<file path="src/rtl/cpu_types_pkg.sv">
// Shared CPU types: data word, memory-request FSM states and the default
// watchdog limit used by mem_request_unit.
package cpu_types_pkg;

    localparam int WORD_W = 32;
    typedef logic [WORD_W-1:0] word_t;

    typedef enum logic [1:0] {
        IDLE,
        IFETCH,
        EXEC,
        DACCESS
    } memreq_state_t;

    localparam int MEMREQ_TIMEOUT_DEFAULT = 256;

endpackage

</file>
<file path="src/rtl/mem_request_unit_if.sv">
// Request/response bundle between mem_request_unit (master) and
// memory_control (slave).
interface mem_request_unit_if #(
    parameter int ADDR_W = 32,
    parameter int DATA_W = 32
);
    logic              imemRen;
    logic [ADDR_W-1:0] imemaddr;
    logic              dmmRen;
    logic              dmmWen;
    logic [ADDR_W-1:0] dmmaddr;
    logic [DATA_W-1:0] dmmstore;
    logic [DATA_W-1:0] imemload;
    logic [DATA_W-1:0] dmmload;
    logic              i_ready;
    logic              d_ready;

    modport master (
        output imemRen, imemaddr, dmmRen, dmmWen, dmmaddr, dmmstore,
        input  imemload, dmmload, i_ready, d_ready
    );

    modport slave (
        input  imemRen, imemaddr, dmmRen, dmmWen, dmmaddr, dmmstore,
        output imemload, dmmload, i_ready, d_ready
    );
endinterface

</file>
<file path="src/rtl/memreq_watchdog.sv">
// Outstanding-request watchdog: cycle counter restarted per request plus a
// sticky error flag. Only instantiated when MEM_REQ_TIMEOUT_EN is defined.
module memreq_watchdog
    import cpu_types_pkg::*;
#(
    parameter int TIMEOUT_CYCLES = MEMREQ_TIMEOUT_DEFAULT
) (
    input  logic CLK,
    input  logic nRST,
    input  logic start,
    input  logic active,
    input  logic done,
    output logic expire,
    output logic timeout_err
);
    localparam int CNT_W = $clog2(TIMEOUT_CYCLES + 1);

    logic [CNT_W-1:0] cnt_q;
    logic             err_q;

    // A completing request wins over a same-cycle expiry.
    assign expire      = active && !done && (cnt_q == CNT_W'(TIMEOUT_CYCLES - 1));
    assign timeout_err = err_q;

    always_ff @(posedge CLK or negedge nRST) begin
        if (!nRST) begin
            cnt_q <= '0;
            err_q <= 1'b0;
        end else begin
            if (start) begin
                cnt_q <= '0;
            end else if (active) begin
                cnt_q <= cnt_q + 1'b1;
            end
            if (expire) begin
                err_q <= 1'b1;
            end
        end
    end

endmodule

</file>
<file path="src/rtl/mem_request_unit.sv">
// Registers datapath fetch/load/store intent into stable memory_control
// requests, one outstanding at a time. Optional watchdog: MEM_REQ_TIMEOUT_EN.
module mem_request_unit
    import cpu_types_pkg::*;
#(
    parameter int ADDR_W         = 32,
    parameter int DATA_W         = 32,
    parameter int TIMEOUT_CYCLES = MEMREQ_TIMEOUT_DEFAULT
) (
    input  logic              CLK,
    input  logic              nRST,
    input  logic [ADDR_W-1:0] pc_in,
    input  logic              dp_advance,
    input  logic              dp_ren,
    input  logic              dp_wen,
    input  logic [ADDR_W-1:0] dp_addr,
    input  logic [DATA_W-1:0] dp_wdata,
    output logic [DATA_W-1:0] instr_out,
    output logic              instr_valid,
    output logic [DATA_W-1:0] dp_rdata,
    output logic              data_done,
    output logic              stall,
    output logic              timeout_err,
    mem_request_unit_if.master mem
);
    memreq_state_t     state_q, state_d;
    logic              imem_ren_q, imem_ren_d;
    logic              dmm_ren_q, dmm_ren_d;
    logic              dmm_wen_q, dmm_wen_d;
    logic [ADDR_W-1:0] imemaddr_q, imemaddr_d;
    logic [ADDR_W-1:0] dmmaddr_q, dmmaddr_d;
    logic [DATA_W-1:0] dmmstore_q, dmmstore_d;
    logic [DATA_W-1:0] instr_q, instr_d;
    logic              instr_vld_q, instr_vld_d;
    logic [DATA_W-1:0] rdata_q, rdata_d;
    logic              done_q, done_d;
    logic              wd_expire;

    always_comb begin
        state_d     = state_q;
        imem_ren_d  = imem_ren_q;
        dmm_ren_d   = dmm_ren_q;
        dmm_wen_d   = dmm_wen_q;
        imemaddr_d  = imemaddr_q;
        dmmaddr_d   = dmmaddr_q;
        dmmstore_d  = dmmstore_q;
        instr_d     = instr_q;
        instr_vld_d = 1'b0;
        rdata_d     = rdata_q;
        done_d      = 1'b0;

        case (state_q)
            IDLE: begin
                imemaddr_d = pc_in;
                imem_ren_d = 1'b1;
                state_d    = IFETCH;
            end
            IFETCH: begin
                if (mem.i_ready) begin
                    instr_d     = mem.imemload;
                    instr_vld_d = 1'b1;
                    imem_ren_d  = 1'b0;
                    state_d     = EXEC;
                end else if (wd_expire) begin
                    imem_ren_d = 1'b0;
                    state_d    = EXEC;
                end
            end
            EXEC: begin
                // Data access beats a same-cycle advance; a load+store is a store.
                if (dp_wen) begin
                    dmmaddr_d  = dp_addr;
                    dmmstore_d = dp_wdata;
                    dmm_wen_d  = 1'b1;
                    dmm_ren_d  = 1'b0;
                    state_d    = DACCESS;
                end else if (dp_ren) begin
                    dmmaddr_d = dp_addr;
                    dmm_ren_d = 1'b1;
                    dmm_wen_d = 1'b0;
                    state_d   = DACCESS;
                end else if (dp_advance) begin
                    imemaddr_d = pc_in;
                    imem_ren_d = 1'b1;
                    state_d    = IFETCH;
                end
            end
            DACCESS: begin
                if (mem.d_ready) begin
                    if (dmm_ren_q && !dmm_wen_q) begin
                        rdata_d = mem.dmmload;
                    end
                    done_d    = 1'b1;
                    dmm_ren_d = 1'b0;
                    dmm_wen_d = 1'b0;
                    state_d   = EXEC;
                end else if (wd_expire) begin
                    dmm_ren_d = 1'b0;
                    dmm_wen_d = 1'b0;
                    state_d   = EXEC;
                end
            end
            default: state_d = IDLE;
        endcase
    end

    always_ff @(posedge CLK or negedge nRST) begin
        if (!nRST) begin
            state_q     <= IDLE;
            imem_ren_q  <= 1'b0;
            dmm_ren_q   <= 1'b0;
            dmm_wen_q   <= 1'b0;
            imemaddr_q  <= '0;
            dmmaddr_q   <= '0;
            dmmstore_q  <= '0;
            instr_q     <= '0;
            instr_vld_q <= 1'b0;
            rdata_q     <= '0;
            done_q      <= 1'b0;
        end else begin
            state_q     <= state_d;
            imem_ren_q  <= imem_ren_d;
            dmm_ren_q   <= dmm_ren_d;
            dmm_wen_q   <= dmm_wen_d;
            imemaddr_q  <= imemaddr_d;
            dmmaddr_q   <= dmmaddr_d;
            dmmstore_q  <= dmmstore_d;
            instr_q     <= instr_d;
            instr_vld_q <= instr_vld_d;
            rdata_q     <= rdata_d;
            done_q      <= done_d;
        end
    end

`ifdef MEM_REQ_TIMEOUT_EN
    logic wd_start, wd_active, wd_done;

    // No direct request-to-request transition exists, so entering a
    // request state from a non-request state marks a new request.
    assign wd_active = (state_q == IFETCH) || (state_q == DACCESS);
    assign wd_start  = ((state_d == IFETCH) || (state_d == DACCESS)) && !wd_active;
    assign wd_done   = ((state_q == IFETCH) && mem.i_ready) ||
                       ((state_q == DACCESS) && mem.d_ready);

    memreq_watchdog #(
        .TIMEOUT_CYCLES(TIMEOUT_CYCLES)
    ) u_watchdog (
        .CLK        (CLK),
        .nRST       (nRST),
        .start      (wd_start),
        .active     (wd_active),
        .done       (wd_done),
        .expire     (wd_expire),
        .timeout_err(timeout_err)
    );
`else
    localparam int unused_timeout_cycles = TIMEOUT_CYCLES;
    assign wd_expire   = 1'b0;
    assign timeout_err = 1'b0;
`endif

    assign mem.imemRen  = imem_ren_q;
    assign mem.imemaddr = imemaddr_q;
    assign mem.dmmRen   = dmm_ren_q;
    assign mem.dmmWen   = dmm_wen_q;
    assign mem.dmmaddr  = dmmaddr_q;
    assign mem.dmmstore = dmmstore_q;

    assign instr_out   = instr_q;
    assign instr_valid = instr_vld_q;
    assign dp_rdata    = rdata_q;
    assign data_done   = done_q;
    assign stall       = imem_ren_q | dmm_ren_q | dmm_wen_q;

endmodule

</file>
<file path="src/flat_wrapper.sv">
// flat-port wrapper written by rule: the top's interface ports become plain ports
module mem_request_unit_flat import cpu_types_pkg::*;
#(
    parameter int ADDR_W         = 32,
    parameter int DATA_W         = 32,
    parameter int TIMEOUT_CYCLES = MEMREQ_TIMEOUT_DEFAULT
)
  (CLK, nRST, pc_in, dp_advance, dp_ren, dp_wen, dp_addr, dp_wdata, instr_out, instr_valid, dp_rdata, data_done, stall, timeout_err, mem_imemRen, mem_imemaddr, mem_dmmRen, mem_dmmWen, mem_dmmaddr, mem_dmmstore, mem_imemload, mem_dmmload, mem_i_ready, mem_d_ready);
  mem_request_unit_if #(.ADDR_W(ADDR_W), .DATA_W(DATA_W)) mem_i ();
  input  logic CLK;
  input  logic nRST;
  input  logic [ADDR_W-1:0] pc_in;
  input  logic dp_advance;
  input  logic dp_ren;
  input  logic dp_wen;
  input  logic [ADDR_W-1:0] dp_addr;
  input  logic [DATA_W-1:0] dp_wdata;
  output logic [DATA_W-1:0] instr_out;
  output logic instr_valid;
  output logic [DATA_W-1:0] dp_rdata;
  output logic data_done;
  output logic stall;
  output logic timeout_err;
  output wire logic [$bits(mem_i.imemRen)-1:0] mem_imemRen;
  output wire logic [$bits(mem_i.imemaddr)-1:0] mem_imemaddr;
  output wire logic [$bits(mem_i.dmmRen)-1:0] mem_dmmRen;
  output wire logic [$bits(mem_i.dmmWen)-1:0] mem_dmmWen;
  output wire logic [$bits(mem_i.dmmaddr)-1:0] mem_dmmaddr;
  output wire logic [$bits(mem_i.dmmstore)-1:0] mem_dmmstore;
  input wire logic [$bits(mem_i.imemload)-1:0] mem_imemload;
  input wire logic [$bits(mem_i.dmmload)-1:0] mem_dmmload;
  input wire logic [$bits(mem_i.i_ready)-1:0] mem_i_ready;
  input wire logic [$bits(mem_i.d_ready)-1:0] mem_d_ready;
  assign mem_imemRen = mem_i.imemRen;
  assign mem_imemaddr = mem_i.imemaddr;
  assign mem_dmmRen = mem_i.dmmRen;
  assign mem_dmmWen = mem_i.dmmWen;
  assign mem_dmmaddr = mem_i.dmmaddr;
  assign mem_dmmstore = mem_i.dmmstore;
  assign mem_i.imemload = mem_imemload;
  assign mem_i.dmmload = mem_dmmload;
  assign mem_i.i_ready = mem_i_ready;
  assign mem_i.d_ready = mem_d_ready;
  mem_request_unit #(.ADDR_W(ADDR_W), .DATA_W(DATA_W), .TIMEOUT_CYCLES(TIMEOUT_CYCLES)) u_core (.CLK(CLK), .nRST(nRST), .pc_in(pc_in), .dp_advance(dp_advance), .dp_ren(dp_ren), .dp_wen(dp_wen), .dp_addr(dp_addr), .dp_wdata(dp_wdata), .instr_out(instr_out), .instr_valid(instr_valid), .dp_rdata(dp_rdata), .data_done(data_done), .stall(stall), .timeout_err(timeout_err), .mem(mem_i));
endmodule
</file>
<file path="config.mk">
export PLATFORM = sky130hd
export DESIGN_NAME = mem_request_unit_flat
export DESIGN_NICKNAME = d
export VERILOG_FILES = /design/src/rtl/cpu_types_pkg.sv /design/src/rtl/mem_request_unit_if.sv /design/src/rtl/memreq_watchdog.sv /design/src/rtl/mem_request_unit.sv /design/src/flat_wrapper.sv
export SDC_FILE = /design/constraint.sdc
export NUM_CORES = 1
export LEC_CHECK = 0
export CELL_PAD_IN_SITES_DETAIL_PLACEMENT = 1
export CELL_PAD_IN_SITES_GLOBAL_PLACEMENT = 2
export CORE_UTILIZATION = 25
export CTS_CLUSTER_DIAMETER = 200
export CTS_CLUSTER_SIZE = 40
export DETAILED_ROUTE_END_ITERATION = 8
export PLACE_DENSITY_LB_ADDON = 0.1
export SLEW_MARGIN = 30
export SYNTH_ARGS = -nofsm -noshare
export SYNTH_HDL_FRONTEND = slang
export SYNTH_HIERARCHICAL = 1
export SYNTH_SLANG_ARGS = --single-unit
</file>
<file path="constraint.sdc">
create_clock -name CLK -period 1.7 [get_ports CLK]
set_input_delay 0.51 -clock CLK [delete_from_list [all_inputs] [get_ports CLK]]
set_output_delay 0.51 -clock CLK [all_outputs]
set_load 0.02 [all_outputs]
</file>
==> impl_results.md <==
- Status: finished with violations
- Violated checks: setup timing
- Lkg Pwr: 0.005004 uW
- Critical Path Max Stage Delay: around 380 ps
- CP startpoint kind: register
- Tcrit/Tclk final: 108.0%
- Initial antenna violation count: 2
- CTS root buf: clkbuf_16
- Mean Syn Cell Area: 17.08 sq um
- DRT iter0 DRCs: 131
- Die area: 26340 sq um
- Library cells used by synthesis: 25
- Gr usage total: 15.62%
- Final critical-path setup slack: -136.0 ps
- Critical path type: register to output port
- Hold Slack: 19.73 ps
- CP endpoint kind: output port
- Crit path max-delay cell type: dfrtp_1
- H-tree levels: 4
- Pin count of the biggest net entering global routing: 41
- Layout cell share with drive strength beyond 1: 32.32%
- Die width: 162.3 microns
- Drt drc: 0
- Internal cell power: around 13000 uW
- CP Data Required Time: 1190 ps
- Remaining Overflow, GRT: 0
- IO Pins: approximately 330
- VDD IR-drop max: 0.0007110 V
- RePlAce Congestion: roughly 0.75
- Net Count, Synth: between 500 and 600
- Count of standard-cell rows: 58
- Insertion delay to the later sink of the worst-skew pair: ~420 ps
- Share of power burned in registers: 33.4%
- Combinational power share: 48.0%
- Post-synthesis cell area: roughly 6400 sq um
- Placed cell count: 1043
- Pre-CTS setup slack: -580.8 ps
- Final Max Tran Viols: 0
- Hold Violations, Final: 0
- Antenna-violating nets left: 0
- RSZ-0062 raised after global routing: yes
- Cells after synthesis: roughly 380
- Fin nets: 910
- # fillers: 2611
- Post-route insts no fill: between 1000 and 1500
- Hold Crit Class: primary input to async pin
- Post-DP HPWL: 14590 microns
- Drt first pass iters: 3
- Reg clk slew, reported paths: 70 ps
- CP delay by family, top: flip-flops
- Min cycle time layout: roughly 1800 ps
- M2 GR Usage: 26.81%
- PwrDens: between 1500 and 2000 nW/um^2
- Sw power: 7755 uW
- Worst Skew: 8.383 ps
- Routed len/inst: 18.57 microns
- Seq cells post-synth: between 150 and 200
- Die Y: between 150 and 200 microns
- Dpl cell area: 10320 sq um
- GR Util met3: between 6 and 7%
- I/O Buffers: between 300 and 400
- Global route hottest layer: met2
- Initial core utilization: 25.51%
- Global-route wire length before repair: 31050 microns
- Max-cap viol count: 0
- Worst Path Max Fanout: 2
- Drt via density: 4.229
- Area growth syn-to-layout: 70.65%
- CTS max path bufs: 2
- Data arrival, critical path: 1330 ps
- Final instance area: 10960 sq um
- Vias: 4588
- M1 GR Usage: between 10% and 20%
- Syn. warnings: 6
- Sinks on Clock Net: about 170
- Vias in the first global route: roughly 5300
- Core Area: roughly 25000 sq um
- Clock power share: roughly a fifth
- Setup-failing EPs final: 1
- Switching share of power: 37.12%
- Post-synthesis sequential area ratio: around two thirds
- Fmax: ~540 MHz
- Setup TNS: -136.0 ps
- Worst path bufs/invs: 1
- Diodes inserted: 0
- Routed Wire Length: 20150 microns
- CTS tree: done
- Critical-path cell list: or3_1 -> buf_6
- CTS buffer count: 17
[worst reg2reg max path: cells and delay by family, from the launching register on]
kind	cells	cell delay [ps]
buffers and inverters	4	560
DFF	1	440
muxes	1	320
AOI/OAI and AO/OA	1	160
[cell families (layout without fill, tap and decap cells)]
group	count (synthesis)	after routing	synth area share [%]
flops	167	167	65.06
mux	160	160	29.74
buf+inv	26	405	2.863
simple gates	12	12	1.110
compound gates	10	10	1.169
other cells	1	1	0.05838
[metal layers]
layer	share of wire (%)	routed length, microns	vias up
li1	-	-	2056
met1	38	7655	2308
met2	51	10290	198
met3	9.5	1919	22
met4	1.3	255	4
met5	0.13	27	-
[layout by cell type, fill, tap and decap left out, types with 2 or more instances in the layout]
master	synthesis	layout
buf_12	0	10
clkbuf_16	0	19
mux2_2	130	122
inv_6	0	3
o21ai_0	3	3
buf_4	4	17
clkdlybuf4s50_1	0	161
nand2_1	2	2
buf_2	9	6
dlygate4sd2_1	0	123
inv_1	5	5
clkbuf_8	0	2
and3_4	0	2
mux2_4	29	37
inv_8	0	4
clkinv_4	0	3
buf_6	8	6
clkbuf_2	0	4
nor2_1	2	2
clkdlybuf4s15_1	0	35
buf_16	0	4
dfrtp_1	167	167
[registers in the layout (all words and copies together) (netlist names)]
name	cells
u_core/data_done	1
u_core/dp_rdata	32
u_core/instr_out	32
u_core/instr_valid	1
u_core/mem.dmmRen	1
u_core/mem.dmmWen	1
u_core/mem.dmmaddr	32
u_core/mem.dmmstore	32
u_core/mem.imemRen	1
u_core/mem.imemaddr	32
u_core/state_q	2
[layout make-up]
class | count | area (sq um) | share of cell area (%)
Sequential cell | 167 | 4179 | 38.12
Inverter | 5 | 18.77 | 0.1712
Timing Repair Buffer | 369 | 3657 | 33.36
Clock buffer | 19 | 452.9 | 4.132
Tap cell | 330 | 412.9 | 3.767
Clock inverter | 12 | 135.1 | 1.233
Multi-Input combinational cell | 183 | 2106 | 19.21
[Yosys cell counts]
cell type	count	area (sq um)
a21o_1	1	7.510
a21oi_1	1	5.000
a21oi_4	1	16.27
a32oi_1	1	8.760
and3_1	2	12.51
buf_2	9	45.04
buf_4	4	30.03
buf_6	8	90.09
conb_1	1	3.750
dfrtp_1	167	4179
inv_1	5	18.77
mux2_1	1	11.26
mux2_2	130	1464
mux2_4	29	435.4
nand2_1	2	7.510
nor2_1	2	7.510
nor2b_1	1	6.260
nor3_1	1	5.000
nor4b_1	1	8.760
o211ai_1	1	7.510
o21a_1	1	7.510
o21ai_0	3	15.01
o31ai_1	1	7.510
or3_1	2	12.51
or3b_4	1	11.26
[worst paths after layout]
kind | from | end | slack [ps] | cells past startpoint
setup / recovery | u_core/mem.dmmWen$_DFFE_PN0P_ | stall | -140 | 2
hold / removal | nRST | u_core/instr_out[21]$_DFFE_PN0P_ | 20 | 1
setup reg to reg | u_core/state_q[1]$_DFFE_PN0P_ | u_core/mem.imemaddr[9]$_DFFE_PN0P_ | 100 | 6
hold reg to reg | u_core/dp_rdata[7]$_DFFE_PN0P_ | u_core/dp_rdata[7]$_DFFE_PN0P_ | 490 | 1
max in group asynchronous | nRST | u_core/mem.dmmaddr[5]$_DFFE_PN0P_ | 1160 | 2
min in group CLK | dp_advance | u_core/state_q[0]$_DFFE_PN0P_ | 400 | 3
[power by group through the flow]
stage	Sequential, uW	Clock, uW	Combinational, uW
3_3_place_gp	7010	0	10900
6_report	6990	3880	10000
4_1_cts	7000	4060	10000
2_1_floorplan	9430	0	3150
3_5_place_dp	7120	0	11000
5_1_grt	7290	4200	10600
[stage by stage]
step	total power (uW)	util, %
finish	20890	43.53
global route	22130	43.53
CTS	21110	43.10
detailed placement	18150	40.97
global placement	17900	40.97
floorplan	12580	-
[timing repair]
| action | CTS | global route |
|---|---|---|
| gates resized for setup | 214 | 45 |
| hold buffers | 0 | 0 |
| setup buffers | 3 | 1 |
| pin swaps | 2 | 3 |
| gates cloned | 4 | 3 |
| endpoints found under the setup margin | 227 | 81 |
(Power assumes the default switching activity.)
